===== src/rtl/ivs_cfg_seq_if.sv =====
// AHB-lite bus bundle between the IVS configuration sequencer (master) and the IVS
// register slave.
interface ivs_cfg_seq_if;
  logic        hsel;
  logic [1:0]  htrans;
  logic        hwrite;
  logic [31:0] haddr;
  logic [31:0] hwdata;
  logic [1:0]  hsize;
  logic [2:0]  hburst;
  logic [3:0]  hprot;
  logic        hready;
  logic [1:0]  hresp;
  logic [31:0] hrdata;

  modport master (
    output hsel, htrans, hwrite, haddr, hwdata, hsize, hburst, hprot,
    input  hready, hresp, hrdata
  );

  modport slave (
    input  hsel, htrans, hwrite, haddr, hwdata, hsize, hburst, hprot,
    output hready, hresp, hrdata
  );
endinterface


===== src/rtl/ivs_cfg_seq.sv =====
// AHB-lite master that writes an 8-entry cfg_par table to the IVS slave, optionally
// reads it back for comparison, then writes the global control word.
module ivs_cfg_seq #(
  parameter logic [31:0] BASE_ADDR = 32'h0000_0000,
  parameter int unsigned PAR_NUM   = 8
) (
  input  logic          hclk,
  input  logic          hrst,
  input  logic          start,
  input  logic          verify_en,
  input  logic [31:0]   glb_val,
  input  logic          tbl_we,
  input  logic [2:0]    tbl_addr,
  input  logic [31:0]   tbl_wdata,
  ivs_cfg_seq_if.master ahb,
  output logic          busy,
  output logic          done,
  output logic          err,
  output logic [3:0]    err_idx
);

  localparam logic [2:0]  LastIdx = 3'(PAR_NUM - 1);
  localparam logic [31:0] ParBase = BASE_ADDR + 32'h0000_0100;
  localparam logic [1:0]  TransIdle   = 2'b00;
  localparam logic [1:0]  TransNonseq = 2'b10;

  typedef enum logic [2:0] {
    StIdle, StWaddr, StWdata, StRaddr, StRdata, StGaddr, StGdata, StFin
  } state_e;

  state_e      state_q;
  logic [2:0]  idx_q;
  logic        verify_q;
  logic [31:0] glb_q;
  logic [31:0] tbl_q [8];

  logic [2:0]  idx_nxt;
  logic        idx_last;
  logic        resp_err;

  assign idx_nxt  = idx_q + 3'd1;
  assign idx_last = (idx_q == LastIdx);
  assign resp_err = |ahb.hresp;

  assign ahb.hsize  = 2'b10;
  assign ahb.hburst = 3'b000;
  assign ahb.hprot  = 4'b0011;

  function automatic logic [31:0] par_addr(input logic [2:0] i);
    return ParBase + {27'd0, i, 2'b00};
  endfunction

  always_ff @(posedge hclk or posedge hrst) begin
    if (hrst) begin
      state_q    <= StIdle;
      idx_q      <= 3'd0;
      verify_q   <= 1'b0;
      glb_q      <= 32'd0;
      for (int i = 0; i < 8; i++) tbl_q[i] <= 32'd0;
      ahb.hsel   <= 1'b0;
      ahb.htrans <= TransIdle;
      ahb.hwrite <= 1'b0;
      ahb.haddr  <= 32'd0;
      ahb.hwdata <= 32'd0;
      busy       <= 1'b0;
      done       <= 1'b0;
      err        <= 1'b0;
      err_idx    <= 4'd0;
    end else begin
      done <= 1'b0;
      // busy is low only in IDLE and FIN, so the table never changes mid-sequence
      if (tbl_we && !busy) tbl_q[tbl_addr] <= tbl_wdata;

      case (state_q)
        StIdle: begin
          if (start) begin
            verify_q   <= verify_en;
            glb_q      <= glb_val;
            err        <= 1'b0;
            err_idx    <= 4'd0;
            idx_q      <= 3'd0;
            busy       <= 1'b1;
            ahb.hsel   <= 1'b1;
            ahb.htrans <= TransNonseq;
            ahb.hwrite <= 1'b1;
            ahb.haddr  <= par_addr(3'd0);
            state_q    <= StWaddr;
          end
        end

        StWaddr: begin
          if (ahb.hready) begin
            ahb.hsel   <= 1'b0;
            ahb.htrans <= TransIdle;
            ahb.hwdata <= tbl_q[idx_q];
            state_q    <= StWdata;
          end
        end

        StWdata: begin
          if (ahb.hready) begin
            if (resp_err) begin
              err     <= 1'b1;
              err_idx <= {1'b0, idx_q};
              busy    <= 1'b0;
              done    <= 1'b1;
              state_q <= StFin;
            end else if (!idx_last) begin
              idx_q      <= idx_nxt;
              ahb.hsel   <= 1'b1;
              ahb.htrans <= TransNonseq;
              ahb.hwrite <= 1'b1;
              ahb.haddr  <= par_addr(idx_nxt);
              state_q    <= StWaddr;
            end else if (verify_q) begin
              idx_q      <= 3'd0;
              ahb.hsel   <= 1'b1;
              ahb.htrans <= TransNonseq;
              ahb.hwrite <= 1'b0;
              ahb.haddr  <= par_addr(3'd0);
              state_q    <= StRaddr;
            end else begin
              idx_q      <= 3'd0;
              ahb.hsel   <= 1'b1;
              ahb.htrans <= TransNonseq;
              ahb.hwrite <= 1'b1;
              ahb.haddr  <= BASE_ADDR;
              state_q    <= StGaddr;
            end
          end
        end

        StRaddr: begin
          if (ahb.hready) begin
            ahb.hsel   <= 1'b0;
            ahb.htrans <= TransIdle;
            state_q    <= StRdata;
          end
        end

        StRdata: begin
          if (ahb.hready) begin
            if (resp_err || (ahb.hrdata != tbl_q[idx_q])) begin
              err     <= 1'b1;
              err_idx <= {1'b0, idx_q};
              busy    <= 1'b0;
              done    <= 1'b1;
              state_q <= StFin;
            end else if (!idx_last) begin
              idx_q      <= idx_nxt;
              ahb.hsel   <= 1'b1;
              ahb.htrans <= TransNonseq;
              ahb.hwrite <= 1'b0;
              ahb.haddr  <= par_addr(idx_nxt);
              state_q    <= StRaddr;
            end else begin
              idx_q      <= 3'd0;
              ahb.hsel   <= 1'b1;
              ahb.htrans <= TransNonseq;
              ahb.hwrite <= 1'b1;
              ahb.haddr  <= BASE_ADDR;
              state_q    <= StGaddr;
            end
          end
        end

        StGaddr: begin
          if (ahb.hready) begin
            ahb.hsel   <= 1'b0;
            ahb.htrans <= TransIdle;
            ahb.hwdata <= glb_q;
            state_q    <= StGdata;
          end
        end

        StGdata: begin
          if (ahb.hready) begin
            if (resp_err) begin
              err     <= 1'b1;
              err_idx <= 4'd8;
            end
            busy    <= 1'b0;
            done    <= 1'b1;
            state_q <= StFin;
          end
        end

        StFin: state_q <= StIdle;

        default: state_q <= StIdle;
      endcase
    end
  end

endmodule


===== src/flat_wrapper.sv =====
// flat-port wrapper written by rule: the top's interface ports become plain ports
module ivs_cfg_seq_flat 
#(
  parameter logic [31:0] BASE_ADDR = 32'h0000_0000,
  parameter int unsigned PAR_NUM   = 8
)
  (hclk, hrst, start, verify_en, glb_val, tbl_we, tbl_addr, tbl_wdata, busy, done, err, err_idx, ahb_hsel, ahb_htrans, ahb_hwrite, ahb_haddr, ahb_hwdata, ahb_hsize, ahb_hburst, ahb_hprot, ahb_hready, ahb_hresp, ahb_hrdata);
  ivs_cfg_seq_if ahb_i ();
  input  logic hclk;
  input  logic hrst;
  input  logic start;
  input  logic verify_en;
  input  logic [31:0] glb_val;
  input  logic tbl_we;
  input  logic [2:0] tbl_addr;
  input  logic [31:0] tbl_wdata;
  output logic busy;
  output logic done;
  output logic err;
  output logic [3:0] err_idx;
  output wire logic [$bits(ahb_i.hsel)-1:0] ahb_hsel;
  output wire logic [$bits(ahb_i.htrans)-1:0] ahb_htrans;
  output wire logic [$bits(ahb_i.hwrite)-1:0] ahb_hwrite;
  output wire logic [$bits(ahb_i.haddr)-1:0] ahb_haddr;
  output wire logic [$bits(ahb_i.hwdata)-1:0] ahb_hwdata;
  output wire logic [$bits(ahb_i.hsize)-1:0] ahb_hsize;
  output wire logic [$bits(ahb_i.hburst)-1:0] ahb_hburst;
  output wire logic [$bits(ahb_i.hprot)-1:0] ahb_hprot;
  input wire logic [$bits(ahb_i.hready)-1:0] ahb_hready;
  input wire logic [$bits(ahb_i.hresp)-1:0] ahb_hresp;
  input wire logic [$bits(ahb_i.hrdata)-1:0] ahb_hrdata;
  assign ahb_hsel = ahb_i.hsel;
  assign ahb_htrans = ahb_i.htrans;
  assign ahb_hwrite = ahb_i.hwrite;
  assign ahb_haddr = ahb_i.haddr;
  assign ahb_hwdata = ahb_i.hwdata;
  assign ahb_hsize = ahb_i.hsize;
  assign ahb_hburst = ahb_i.hburst;
  assign ahb_hprot = ahb_i.hprot;
  assign ahb_i.hready = ahb_hready;
  assign ahb_i.hresp = ahb_hresp;
  assign ahb_i.hrdata = ahb_hrdata;
  ivs_cfg_seq #(.BASE_ADDR(BASE_ADDR), .PAR_NUM(PAR_NUM)) u_core (.hclk(hclk), .hrst(hrst), .start(start), .verify_en(verify_en), .glb_val(glb_val), .tbl_we(tbl_we), .tbl_addr(tbl_addr), .tbl_wdata(tbl_wdata), .ahb(ahb_i), .busy(busy), .done(done), .err(err), .err_idx(err_idx));
endmodule

===== config.mk =====
export PLATFORM = sky130hd
export DESIGN_NAME = ivs_cfg_seq_flat
export DESIGN_NICKNAME = d
export VERILOG_FILES = /design/src/rtl/ivs_cfg_seq_if.sv /design/src/rtl/ivs_cfg_seq.sv /design/src/flat_wrapper.sv
export SDC_FILE = /design/constraint.sdc
export NUM_CORES = 1
export LEC_CHECK = 0
export ABC_CLOCK_PERIOD_IN_PS = 13490
export CORE_MARGIN = 4
export CORE_UTILIZATION = 40
export CTS_CLUSTER_SIZE = 10
export DETAILED_ROUTE_END_ITERATION = 12
export PLACE_DENSITY_LB_ADDON = 0.08
export SYNTH_ARGS = -nofsm -noshare
export SYNTH_HDL_FRONTEND = slang
export SYNTH_SLANG_ARGS = --single-unit

===== constraint.sdc =====
create_clock -name hclk -period 13.49 [get_ports hclk]
set_input_delay 2.0235 -clock hclk [delete_from_list [all_inputs] [get_ports hclk]]
set_output_delay 2.0235 -clock hclk [all_outputs]
set_load 0.01 [all_outputs]

==> flow_summary.ini, run 1 <==
[global_routing]
grt.overflow.total = 0
grt.total_usage_pct = 19.8
grt_pass1_wl_um = 67000
antenna_found_initial = 2
grt_max_degree = 169
grt_pass1_vias = 10307

[synth]
synth_flop_cell = dfrtp_1
synth_cells = 1197
ys_seq_area_share_pct = 53.3
async_reset_ff_share_pct = 100
ys_types = 49
ys_warn_count = 0
ys_ff_latch = 340
synth_edf_count = 0
netlist_area_um2 = 16000
avgSynthCellArea_um2 = 13.3

[route]
drtIter0Drc = 502
drc_errors = 0
via_count = 10023
detail_route.wl_per_cell_um = 22.9
ant_nets = 0
vias_per_cell = 5.35
firstDrtPassIters = 7
wl_um = 43000

[cts]
ctsHoldBuffers = 0
worstSkewPairLatency_ns = 0.54
post_cts.repair.setup_buffers = 0
cts.path.max_buffers = 3
tritoncts = yes
h-tree-depth = 2
post_cts_resized = 0
cts_root_buffer = clkbuf_16
cts_sinks = 340
path_clk_slew_ns = 0.06
cts_inserted_buffers = 41

[floorplanning]
core_um2 = 39000
rows = 72
ios = 191
design.die.area_um2 = 43100
fp.dieH_um = 208
die_x_um = 208
initial_core_util_pct = 40.9

[critical_path]
end_kind = flop
critPathKind = reg -> reg
crit_fanout = 48
critPathLaunchType = flop
crit_arrival_ns = 5.24
crit_required_ns = 13.90

[finish]
final_net_count = 1448
syn2layout_area_growth_pct = 19.3
final_util_pct = 48.8
fin_area_um2 = 19000
drive_above_1_share_pct = 32.2
fill_cells = 3482
num_antenna_cells = 0

[placed_design]
post-dp-hpwl_um = 27900
port_buffers = 152
place.gp.congestion = 0.785
placed_area_um2 = 17800

[sta]
slew_violations = 0
rsz0062_at_grt = false
hold_viol = 0
setup_violations = 0
worst_pin_slew_ns = 0.976
tns_ns = 0
fin_worst_skew_ns = 0.0117
max_freq_ghz = 0.207
hold_slack_ns = 0.477
min_period_over_period_pct = 35.8
slew_headroom_pct = 34.9
finalCriticalPeriod_ns = 4.83

[power]
ir_drop_mv = 0.0857
power.leakage_nw = 7.91
total_power_mw = 4.46
p_per_area_nw_per_um2 = 234

[flow_run]
maxCapViolations = 0

[status]
status = finished, final reports clean

[hold_path]
hp-class = reg -> reg
[Yosys cell counts, drive strengths merged, types with 2 or more instances]
master / number / area, um2
buf: 68 / 478
nor2b: 5 / 31.3
ha: 2 / 25.0
conb: 2 / 7.51
a22oi: 4 / 30.0
dfrtp: 340 / 8510
nor2: 18 / 67.6
clkbuf: 40 / 150
nor3b: 4 / 30.0
nand3b: 5 / 37.5
mux4: 34 / 766
or3: 8 / 50.1
inv: 12 / 45.0
o22ai: 17 / 106
or2: 2 / 12.5
nand2: 73 / 274
nand3: 9 / 45.0
nor3: 11 / 55.1
nand4: 3 / 18.8
xor2: 15 / 131
a21oi: 10 / 57.6
mux2: 327 / 3680
or4: 2 / 15.0
mux2i: 46 / 460
nand2b: 9 / 56.3
o211ai: 3 / 22.5
o21ai: 86 / 430
and2: 2 / 12.5
a221oi: 5 / 43.8
o21a: 5 / 37.5
xnor2: 5 / 43.8
a22o: 7 / 61.3
a21o: 7 / 52.6
[flip-flops by register name (all words and copies together) (netlist names), 3 cells and up]
| register | flops |
|---|---|
| u_core.idx_q | 3 |
| u_core.err_idx | 4 |
| u_core.ahb.haddr | 4 |
| u_core.tbl_q | 256 |
| u_core.glb_q | 32 |
| u_core.ahb.hwdata | 32 |
| u_core.state_q | 3 |
[metrics by stage]
stage                     cells  setup slack [ns]
after floorplan            1233              2.04
after global placement     1814              8.59
after detailed placement   1814              8.61
after CTS                  1874              8.59
after global routing       1874              8.42
final                      1874              8.66
[logic make-up after synthesis]
group,count (synthesis),synth area share (%)
mux,407,30.8
flops,340,53.3
compound gates,153,5.76
simple gates,153,4.62
buf+inv,120,4.22
xor+xnor,20,1.10
fa+ha+maj,2,0.157
other cells,2,0.0471
[cells in the final DEF (no fill, tap or decap), types with 7 or more instances in the layout]
master	instances
dfrtp_1	337
mux2_2	318
clkdlybuf4s50_1	152
o21ai_0	86
nand2_1	73
mux2i_1	46
clkbuf_16	43
conb_1	38
mux4_2	34
buf_4	18
nor2_1	17
o22ai_1	17
xor2_1	15
inv_1	11
clkbuf_1	11
nor3_1	10
nand3_1	9
mux2_1	9
nand2b_1	8
a21oi_1	8
or3_1	8
a21o_1	7
a22o_1	7
[path summary, 6_finish.rpt]
path	cells past startpoint	start	slack, ns	endpoint
setup reg to reg	9	u_core.idx_q[2]$_DFFE_PP0P_	8.66	u_core.idx_q[1]$_DFFE_PP0P_
min in group asynchronous	2	hrst	2.10	u_core.glb_q[19]$_DFFE_PP0P_
hold / removal	2	u_core.ahb.hwdata[14]$_DFFE_PP0P_	0.48	u_core.ahb.hwdata[14]$_DFFE_PP0P_
setup / recovery	9	u_core.idx_q[2]$_DFFE_PP0P_	8.66	u_core.idx_q[1]$_DFFE_PP0P_
max in group asynchronous	3	hrst	9.85	u_core.idx_q[2]$_DFFE_PP0P_
hold reg to reg	2	u_core.ahb.hwdata[14]$_DFFE_PP0P_	0.48	u_core.ahb.hwdata[14]$_DFFE_PP0P_
[critical path: stages, from the launching register on]
cell	delay, ns
dfrtp_4	0.98
buf_4	0.62
mux4_2	0.58
mux2i_1	0.36
xor2_1	0.19
nand3_1	0.13
or4_1	0.59
nor4_4	0.53
a21oi_2	0.28
mux2_1	0.38
[report_power, final]
| group | internal, mW | switching, mW | total (mW) |
|---|---|---|---|
| clock | 0.600 | 0.407 | 1.01 |
| sequential | 1.53 | 0.287 | 1.81 |
| combinational | 0.860 | 0.776 | 1.64 |
| total | 2.99 | 1.47 | 4.46 |
[cell type report]
type                            count  area, um2  area share [%]
Clock inverter                      1       8.76          0.0460
Multi-Input combinational cell    773       6940            36.5
Inverter                           12       52.6           0.276
Sequential cell                   340       8510            44.8
Tap cell                          518        648            3.41
Clock buffer                       59       1190            6.23
Timing Repair Buffer              171       1680            8.81
[metal layers]
metal  track usage, %  vias to the layer above  part of all wire [%]
li1                 -                     4545                     -
met1             29.8                     5212                    49
met2             30.4                      217                    45
met3             3.57                       45                   4.4
met4             3.65                        4                   1.5
met5                0                        -                 0.056
Note: power is estimated with default switching activity, not from simulation.
==> inputs of run 2 (changes only) <==
ABC_CLOCK_PERIOD_IN_PS = 5040   (was 13490)
clock period = 5.04 ns   (was 13.49 ns; I/O delays follow)
==> flow_summary.ini, run 2 (same netlist as run 1, synthesis figures left out) <==
[status]
status = finished, final reports clean

[flow_run]
maxCapViolations = 0

[placed_design]
port_buffers = 152
post-dp-hpwl_um = 28800
dp_slack_ns = 0.796
place.gp.congestion = 0.775

[route]
wl_um = 44200
drtIter0Drc = 468
firstDrtPassIters = 4
detail_route.wl_per_cell_um = 23.5
drc_errors = 0
via_count = 10024
ant_nets = 0
vias_per_cell = 5.33

[sta]
fin_worst_skew_ns = 0.0155
tns_ns = 0
min_period_over_period_pct = 82.7
worst_pin_slew_ns = 1.15
setup_violations = 0
max_freq_ghz = 0.240
slew_headroom_pct = 22.8
hold_slack_ns = 0.473
rsz0062_at_grt = false
slew_violations = 0
finalCriticalPeriod_ns = 4.17
fin_ws_ns = 0.873
hold_viol = 0

[global_routing]
grt_pass1_wl_um = 68100
grt.overflow.total = 0
grt_pass1_vias = 10455
antenna_found_initial = 0
grt.total_usage_pct = 20.3
grt_max_degree = 155

[hold_path]
hp-class = reg -> reg

[finish]
syn2layout_area_growth_pct = 19.6
final_util_pct = 48.9
largest_register = u_core.tbl_q
final_cell_mix = 337 x dfrtp_1, 318 x mux2_2, 152 x clkdlybuf4s50_1, 86 x o21ai_0, 73 x nand2_1
final_net_count = 1456
num_antenna_cells = 0
drive_above_1_share_pct = 32.4
final_common_cell = dfrtp_1
largest_reg_flops = 256
reg_top3 = u_core.tbl_q x256, u_core.ahb.hwdata x32, u_core.glb_q x32

[floorplanning]
ios = 191
die_x_um = 208
rows = 72
initial_core_util_pct = 40.9
fp.dieH_um = 208
design.die.area_um2 = 43100
core_um2 = 39000

[cts]
cts_root_buffer = clkbuf_16
post_cts.repair.setup_buffers = 0
worstSkewPairLatency_ns = 0.54
cts_inserted_buffers = 41
post_cts_resized = 0
ctsHoldBuffers = 0
path_clk_slew_ns = 0.06
cts_sinks = 340
tritoncts = yes
cts.path.max_buffers = 3
h-tree-depth = 2

[critical_path]
crit_fanout = 19
max_stage_delay_ns = 0.75
crit_arrival_ns = 4.58
critPathBufInv = 1
path_cells = buf_4, mux4_2, mux2i_1, xor2_1, nand3_1, or4_1, nor4_4, a21oi_2, mux2_1
crit_family = simple AND/OR/NAND/NOR gates
end_kind = flop
crit_slowest_cell = dfrtp_2
crit_required_ns = 5.46
critPathKind = reg -> reg
critPathLaunchType = flop

[power]
power.leakage_nw = 7.94
ir_drop_mv = 0.260
p_per_area_nw_per_um2 = 626
total_power_mw = 11.9
[run 2: cell count changes in the layout (fill, tap and decap cells not counted)]
| cell | previous run | this run |
|---|---|---|
| clkinvlp_4 | 0 | 1 |
| clkbuf_8 | 5 | 2 |
| buf_4 | 18 | 24 |
| clkinv_2 | 0 | 1 |
| clkbuf_1 | 11 | 13 |
| inv_8 | 1 | 0 |
| buf_12 | 1 | 3 |
[run 2: power by group]
group	total, mW	switching, mW	internal [mW]	leakage (nW)
combinational	4.38	2.06	2.32	3.24
sequential	4.90	0.818	4.08	4.13
clock	2.66	1.09	1.57	0.568
[run 2: worst paths after layout]
| kind | start | to | slack (ns) | cells after the start |
|---|---|---|---|---|
| max | u_core.idx_q[1]$_DFFE_PP0P_ | u_core.ahb.haddr[3]$_DFFE_PP0P_ | 0.87 | 9 |
| min | u_core.ahb.hwdata[16]$_DFFE_PP0P_ | u_core.ahb.hwdata[16]$_DFFE_PP0P_ | 0.47 | 2 |
| max reg2reg | u_core.idx_q[1]$_DFFE_PP0P_ | u_core.ahb.haddr[3]$_DFFE_PP0P_ | 0.87 | 9 |
| min reg2reg | u_core.ahb.hwdata[16]$_DFFE_PP0P_ | u_core.ahb.hwdata[16]$_DFFE_PP0P_ | 0.47 | 2 |
| max in group asynchronous | hrst | u_core.tbl_q[137]$_DFFE_PP0P_ | 3.03 | 3 |
| min in group asynchronous | hrst | u_core.ahb.hwdata[25]$_DFFE_PP0P_ | 0.69 | 2 |
[run 2: final cells by class]
type	count	area [um2]
Clock inverter	2	13.8
Multi-Input combinational cell	773	6940
Inverter	12	48.8
Tap cell	518	648
Clock buffer	58	1150
Timing Repair Buffer	179	1760
Sequential cell	340	8510
Fill cell	3489	19900
[run 2: through the flow]
step                      cells  cell area (um2)
after CTS                  1882            19100
after global placement     1822            17900
after floorplan            1233            16100
after global routing       1882            19100
after detailed placement   1822            17900
final                      1882            19100
[run 2: routing by layer]
metal / vias up / global-route usage [%] / share of wire [%]
met1: 5200 / 30.9 / 50
met3: 42 / 3.16 / 3.7
met4: 0 / 3.81 / 1.3
met2: 218 / 31.0 / 45
li1: 4564 / - / -
met5: - / 0 / 0
[run 2: worst min-delay path, delay by kind of cell (launching register included)]
family,cells,cell delay [ns]
AOI/OAI and AO/OA,1,0.06
DFF,1,0.34
and+or+nand+nor,1,0.05
